===== src/rtl/ahb_bridge_pkg.sv =====
// Shared definitions for the AHB-to-AHB bridge source and sink controllers:
// controller state encoding, packet field offsets and packet width derivation.
package ahb_bridge_pkg;

   typedef enum logic [1:0] {
      StNormal,
      StWaitRsp,
      StDrain,
      StSleep
   } bridge_state_e;

   localparam int unsigned BRIDGE_ADDR_WIDTH = 32;
   localparam int unsigned BRIDGE_DATA_WIDTH = 32;

   // Request packet is {rd0_wr1, valid, addr, wr_data}.
   function automatic int unsigned packet_width(input int unsigned aw, input int unsigned dw);
      return aw + dw + 2;
   endfunction

   localparam int unsigned RD0_WR1_BIT   = packet_width(BRIDGE_ADDR_WIDTH, BRIDGE_DATA_WIDTH) - 1;
   localparam int unsigned VALID_BIT     = RD0_WR1_BIT - 1;
   localparam int unsigned ADDR_LSB      = BRIDGE_DATA_WIDTH;
   localparam int unsigned RSP_VALID_BIT = BRIDGE_DATA_WIDTH;

   // Number of timed-out reads whose late responses may still arrive.
   localparam int unsigned STALE_WIDTH = 4;

endpackage


===== src/rtl/source_rsp_timer.sv =====
// Response timeout counter and stale-response tracker for the bridge source controller.
// Only instantiated when SOURCE_RSP_TIMEOUT_EN is defined.
module source_rsp_timer
   import ahb_bridge_pkg::*;
#(
   parameter int unsigned TIMEOUT_CYCLES = 1024
) (
   input  logic clk,
   input  logic rst_n,
   input  logic waiting,
   input  logic rsp_done,
   input  logic stale_drop,
   output logic timeout,
   output logic stale_pending
);

   localparam int unsigned CntWidth = (TIMEOUT_CYCLES > 2) ? $clog2(TIMEOUT_CYCLES) : 1;
   localparam logic [CntWidth-1:0] CntLast = CntWidth'(TIMEOUT_CYCLES - 1);

   logic [CntWidth-1:0]    cnt_q, cnt_d;
   logic [STALE_WIDTH-1:0] stale_q, stale_d;

   assign timeout       = waiting && !rsp_done && (cnt_q == CntLast);
   assign stale_pending = (stale_q != '0);

   always_comb begin
      cnt_d   = (waiting && !rsp_done && !timeout) ? cnt_q + 1'b1 : '0;
      stale_d = stale_q;
      // Saturate rather than wrap so a late response is never completed as a fresh read.
      if (timeout && !(&stale_q)) begin
         stale_d = stale_q + 1'b1;
      end else if (stale_drop) begin
         stale_d = stale_q - 1'b1;
      end
   end

   always_ff @(posedge clk or negedge rst_n) begin
      if (!rst_n) begin
         cnt_q   <= '0;
         stale_q <= '0;
      end else begin
         cnt_q   <= cnt_d;
         stale_q <= stale_d;
      end
   end

endmodule


===== src/rtl/source_controller.sv =====
// Source-side controller of the AHB-to-AHB bridge: packs slave transfers into request packets,
// completes reads from the response FIFO and runs the source half of the sleep handshake.
// Optional response timeout with stale-response dropping: define SOURCE_RSP_TIMEOUT_EN.
module source_controller
   import ahb_bridge_pkg::*;
#(
   parameter int unsigned ADDR_WIDTH     = 32,
   parameter int unsigned DATA_WIDTH     = 32,
   parameter int unsigned PACKET_WIDTH   = 66,
   parameter int unsigned TIMEOUT_CYCLES = 1024
) (
   input  logic                    i_clk_source,
   input  logic                    i_rstn_source,
   input  logic                    i_source_sleep_req,
   input  logic                    sink_sleep_status,
   input  logic                    i_valid,
   input  logic                    i_rd0_wr1,
   input  logic [ADDR_WIDTH-1:0]   i_addr,
   input  logic [DATA_WIDTH-1:0]   i_wr_data,
   output logic                    o_ready,
   output logic [DATA_WIDTH-1:0]   o_rd_data,
   output logic                    o_rd_valid,
   output logic                    o_rd_err,
   input  logic                    req_fifo_full,
   input  logic                    req_fifo_empty,
   output logic                    req_fifo_wr_en,
   output logic [PACKET_WIDTH-1:0] o_packet,
   input  logic                    rsp_fifo_empty,
   input  logic [DATA_WIDTH:0]     i_packet,
   output logic                    rsp_fifo_rd_en,
   output logic                    o_source_sleep_ack,
   output logic                    source_sleep_status
);

   localparam int unsigned RdWrBit  = packet_width(ADDR_WIDTH, DATA_WIDTH) - 1;
   localparam int unsigned ValidBit = RdWrBit - 1;

   bridge_state_e         state_q, state_d;
   logic                  rd_valid_q, rd_err_q;
   logic [DATA_WIDTH-1:0] rd_data_q;
   logic                  sleep_pending, rsp_done, timeout, stale_pending, stale_drop;

   assign sleep_pending = i_source_sleep_req || sink_sleep_status;
   assign rsp_done      = (state_q == StWaitRsp) && !rsp_fifo_empty && i_packet[DATA_WIDTH];

   // Gated by reset so every output reads 0 while reset is held.
   assign o_ready = i_rstn_source && (state_q == StNormal) && !req_fifo_full && !sleep_pending
                    && !rd_valid_q && !stale_pending;
   assign req_fifo_wr_en = i_valid && o_ready;

   always_comb begin
      o_packet = '0;
      if (req_fifo_wr_en) begin
         o_packet[RdWrBit]                 = i_rd0_wr1;
         o_packet[ValidBit]                = 1'b1;
         o_packet[DATA_WIDTH +: ADDR_WIDTH] = i_addr;
         o_packet[DATA_WIDTH-1:0]          = i_rd0_wr1 ? i_wr_data : '0;
      end
   end

   always_comb begin
      state_d        = state_q;
      rsp_fifo_rd_en = 1'b0;
      stale_drop     = 1'b0;
      unique case (state_q)
         StNormal: begin
            stale_drop = stale_pending && !rsp_fifo_empty;
            if (sleep_pending) begin
               state_d = StDrain;
            end else if (req_fifo_wr_en && !i_rd0_wr1) begin
               state_d = StWaitRsp;
            end
         end
         StWaitRsp: begin
            // Invalid entries are popped and dropped while the read stays outstanding.
            rsp_fifo_rd_en = !rsp_fifo_empty;
            if (rsp_done || timeout) begin
               state_d = StNormal;
            end
         end
         StDrain: begin
            stale_drop = stale_pending && !rsp_fifo_empty;
            if (req_fifo_empty && rsp_fifo_empty) begin
               state_d = StSleep;
            end
         end
         StSleep: begin
            if (!sleep_pending) begin
               state_d = StNormal;
            end
         end
         default: state_d = StNormal;
      endcase
      if (stale_drop) begin
         rsp_fifo_rd_en = 1'b1;
      end
   end

   always_ff @(posedge i_clk_source or negedge i_rstn_source) begin
      if (!i_rstn_source) begin
         state_q    <= StNormal;
         rd_valid_q <= 1'b0;
         rd_err_q   <= 1'b0;
         rd_data_q  <= '0;
      end else begin
         state_q    <= state_d;
         rd_valid_q <= rsp_done || timeout;
         rd_err_q   <= timeout;
         if (rsp_done) begin
            rd_data_q <= i_packet[DATA_WIDTH-1:0];
         end else if (timeout) begin
            rd_data_q <= '0;
         end
      end
   end

   assign o_rd_valid          = rd_valid_q;
   assign o_rd_err            = rd_err_q;
   assign o_rd_data           = rd_data_q;
   assign source_sleep_status = (state_q == StDrain) || (state_q == StSleep);
   assign o_source_sleep_ack  = (state_q == StSleep) && i_source_sleep_req;

`ifdef SOURCE_RSP_TIMEOUT_EN
   source_rsp_timer #(
      .TIMEOUT_CYCLES(TIMEOUT_CYCLES)
   ) u_rsp_timer (
      .clk          (i_clk_source),
      .rst_n        (i_rstn_source),
      .waiting      (state_q == StWaitRsp),
      .rsp_done     (rsp_done),
      .stale_drop   (stale_drop),
      .timeout      (timeout),
      .stale_pending(stale_pending)
   );
`else
   logic unused_timeout_cfg;
   assign timeout            = 1'b0;
   assign stale_pending      = 1'b0;
   assign unused_timeout_cfg = stale_drop ^ (TIMEOUT_CYCLES != 0);
`endif

endmodule


===== config.mk =====
export PLATFORM = sky130hd
export DESIGN_NAME = source_controller
export DESIGN_NICKNAME = d
export VERILOG_FILES = /design/src/rtl/ahb_bridge_pkg.sv /design/src/rtl/source_rsp_timer.sv /design/src/rtl/source_controller.sv
export SDC_FILE = /design/constraint.sdc
export NUM_CORES = 1
export LEC_CHECK = 0
export ABC_CLOCK_PERIOD_IN_PS = 1450
export BUFFER_PORTS_ARGS = -buffer_cell sky130_fd_sc_hd__buf_2
export CELL_PAD_IN_SITES_DETAIL_PLACEMENT = 0
export CELL_PAD_IN_SITES_GLOBAL_PLACEMENT = 2
export CORE_AREA = 2 2 116 118
export CTS_CLUSTER_SIZE = 30
export DETAILED_ROUTE_END_ITERATION = 12
export DIE_AREA = 0 0 118 120
export PLACE_DENSITY = 0.79
export RECOVER_POWER = 50
export SLEW_MARGIN = 20
export SYNTH_ARGS = -nofsm -noshare
export SYNTH_HDL_FRONTEND = slang
export SYNTH_SLANG_ARGS = --single-unit

===== constraint.sdc =====
create_clock -name i_clk_source -period 1.45 [get_ports i_clk_source]
set_clock_uncertainty 0.1 [all_clocks]
set_input_delay 0 -clock i_clk_source [delete_from_list [all_inputs] [get_ports i_clk_source]]
set_output_delay 0 -clock i_clk_source [all_outputs]
set_load 0.02 [all_outputs]

==> reports/qor.yml <==
outcome:
  status: "finished with violations"
  violations: "negative setup slack"
timing:
  rsz0062_at_grt: "yes"
  slew_headroom_pct: 45.8
  finalHoldViolations: 0
  finalSetupViolCount: 99
  fmax_mhz: 589
  post-route-period-util_pct: 117
  setup_ws_ps: -248
  worst_pin_slew_ps: 813
  slew_viol_final: 0
  fin_crit_ps: 1700
  tns_ps: -18250
grt:
  antenna_found_initial: 0
  grt_pass1_wl_um: 11800
  grt_pass1_vias: 2364
  grt_max_degree: 38
  grt_overflow: 0
  grt.total_usage_pct: 10.4
detailed_routing:
  avgViaCountPerCell: 3.79
  wirelength_um: 8120
  drt_iter0_markers: 66
  ant_nets: 0
  wl_per_cell_um: 13.5
  drt_pass1_iterations: 4
  vias: 2276
  drc: 0
die:
  core_um2: 13000
  initial_core_util_pct: 14.7
  dieHeight_um: 120
  rows: 42
  num_io_pins: 211
  die_w_um: 118
  fp.dieArea_um2: 14200
pwr:
  total_power_mw: 5.16
  p_leak_nw: 2.16
  ir_drop_v: 0.000751
  power_density_nw_per_um2: 1230
finish:
  drive_above_1_share_pct: 63.9
  fin_nets: 529
  syn2layout_area_growth_pct: 120
  antenna_cells: 0
synthesis:
  synthTopCellsByArea: "dfrtp_1, mux2_2, and2_1"
  ys_seq_area_share_pct: 46.0
  yosysWarnings: 0
  ys_ff_latch: 35
  synthCells: 168
  synth_top_area_share_pct: 46.0
  syn-cell-area_um2: 1900
  synth.avg_cell_area_um2: 11.3
  yosysUniqueCellTypes: 23
  synth.net_count: 274
  synth.largest_area_cell: "dfrtp_1"
hold_path:
  hp-start: "i_source_sleep_req"
  holdPathEnd: "state_q[1]"
  min_path_type: "input pin to flip-flop"
  holdPathStages: 3
flow_run:
  drv_cap: 0
worst_setup_path:
  slowest_stage: "dfrtp_2"
  rr_endpoint: "o_rd_data[14]"
  reg2reg_slack_ps: -210
  worstPathRequired_ps: 1350
  critPathMaxStageDelay_ps: 410
  setup.worst_path.class: "flip-flop to primary output"
  cp.arrival_ps: 1600
  worstSetupEndpointType: "primary output"
  worstReg2RegStart: "state_q[1]"
  worstSetupStartpointType: "flip-flop"
  path_max_fanout: 10
  reg2regPathDepth: 6
  critPathTopFamily: "simple AND/OR/NAND/NOR gates"
  worstPathCellList: "nor3_4 -> and4_4 -> buf_4 -> and3_2 -> buf_2"
  crit_buf_inv: 2
clock_network:
  cts_tree: "yes"
  worst_skew_pair.late_latency_ps: 270
  root_buffer: "clkbuf_16"
  path_clk_slew_ps: 50
  clk_path_buf_depth: 2
  htree_levels: 2
  clock-sinks: 35
  numCtsBuffers: 5
placed_design:
  dpl.hpwl_um: 5510
  placement.io_buffers: 209
  gp_congestion: 0.797
## cells in the final DEF (no fill, tap or decap), types with 3 or more instances in the layout
| master | n |
|---|---|
| and2_1 | 22 |
| and2_2 | 8 |
| dfrtp_1 | 34 |
| and3_1 | 17 |
| dlygate4sd3_1 | 34 |
| and3_2 | 16 |
| mux2_2 | 13 |
| nor2_4 | 3 |
| buf_12 | 4 |
| clkbuf_16 | 8 |
| buf_4 | 32 |
| buf_6 | 41 |
| buf_2 | 115 |
| mux2_4 | 19 |
| clkbuf_1 | 34 |
| and2_4 | 3 |
## worst reg2reg max path: stages, from the launching register on
cell,delay [ps]
dfrtp_2,410
buf_4,150
nand2b_4,150
nor2_4,100
buf_12,150
clkbuf_16,160
mux2_2,330
## routing by layer
layer  routed length [um]  vias up  share of wire [%]  global-route usage [%]
met2                 4530      140                 56                    20.7
met3                  759        4                9.3                    4.18
met5                    0        -                  0                       0
met1                 2800     1051                 35                    9.88
li1                     -     1081                  -                       -
met4                   32        0               0.39                    2.26
## timing repair
item                       CTS  global route
buffers inserted             2             2
resized for setup           96            34
pin swaps                    1             1
gates cloned                 0             4
hold buffers                34             0
hold endpoints to repair    68             0
setup endpoints to repair  100           102
## area by class of cell
class	count	area, um^2
fill	1319	8790
timing repair buffer	264	1920
multi-input combinational	117	1030
sequential	35	877
tap	176	220
clock buffer	6	129
clock inverter	2	12.5
## sequential cells by signal, indices dropped and copies added (netlist names)
register	flops
o_rd_data	32
o_rd_valid	1
state_q	2
## metrics by stage
step	setup WS (ps)	std cells	instance area (um^2)	hold WS [ps]	utilization [%]
after floorplan	-3.55	168	1950	-396	-
after global placement	-47.0	550	3220	62.3	24.8
after detailed placement	-59.5	550	3220	76.0	24.8
after CTS	-272	594	4000	8.03	30.8
after global routing	-340	600	4190	61.2	32.3
final	-248	600	4190	11.1	32.3
## cell families after synthesis
family / Yosys count / share of synthesized area [%]
AO/OA/AOI/OAI: 5 / 1.51
multiplexers: 32 / 18.9
other: 1 / 0.197
flip-flops: 35 / 46.0
AND/OR/NAND/NOR: 79 / 26.7
buffers and inverters: 16 / 6.64
## power breakdown
part	internal, mW	switching, mW
combinational	1.16	1.24
sequential	1.46	0.271
clock	0.633	0.399
## synthesized netlist by cell type
library cell,instances
buf_6,7
nor2_4,1
a31oi_1,1
nand4_1,1
mux2_2,32
and4_4,1
nor3_4,1
or3b_2,1
nor2b_1,2
clkbuf_2,1
buf_2,1
buf_4,3
nor2_1,3
dfrtp_1,35
clkbuf_1,4
nand3_1,1
a22oi_1,1
nand2b_1,2
and2_1,33
and3_1,33
o21ai_0,2
conb_1,1
a21oi_1,1
## how the worst max path moves through the flow
stage	start	end	cells after the start
global route	state_q[1]	o_packet[18]	5
global placement	o_rd_valid	o_packet[2]	5
finish	state_q[1]	o_packet[22]	5
detailed placement	o_rd_valid	o_packet[26]	5
CTS	state_q[1]	o_packet[22]	5
floorplan	state_q[1]	o_rd_data[10]	4
(Power assumes the default switching activity.)
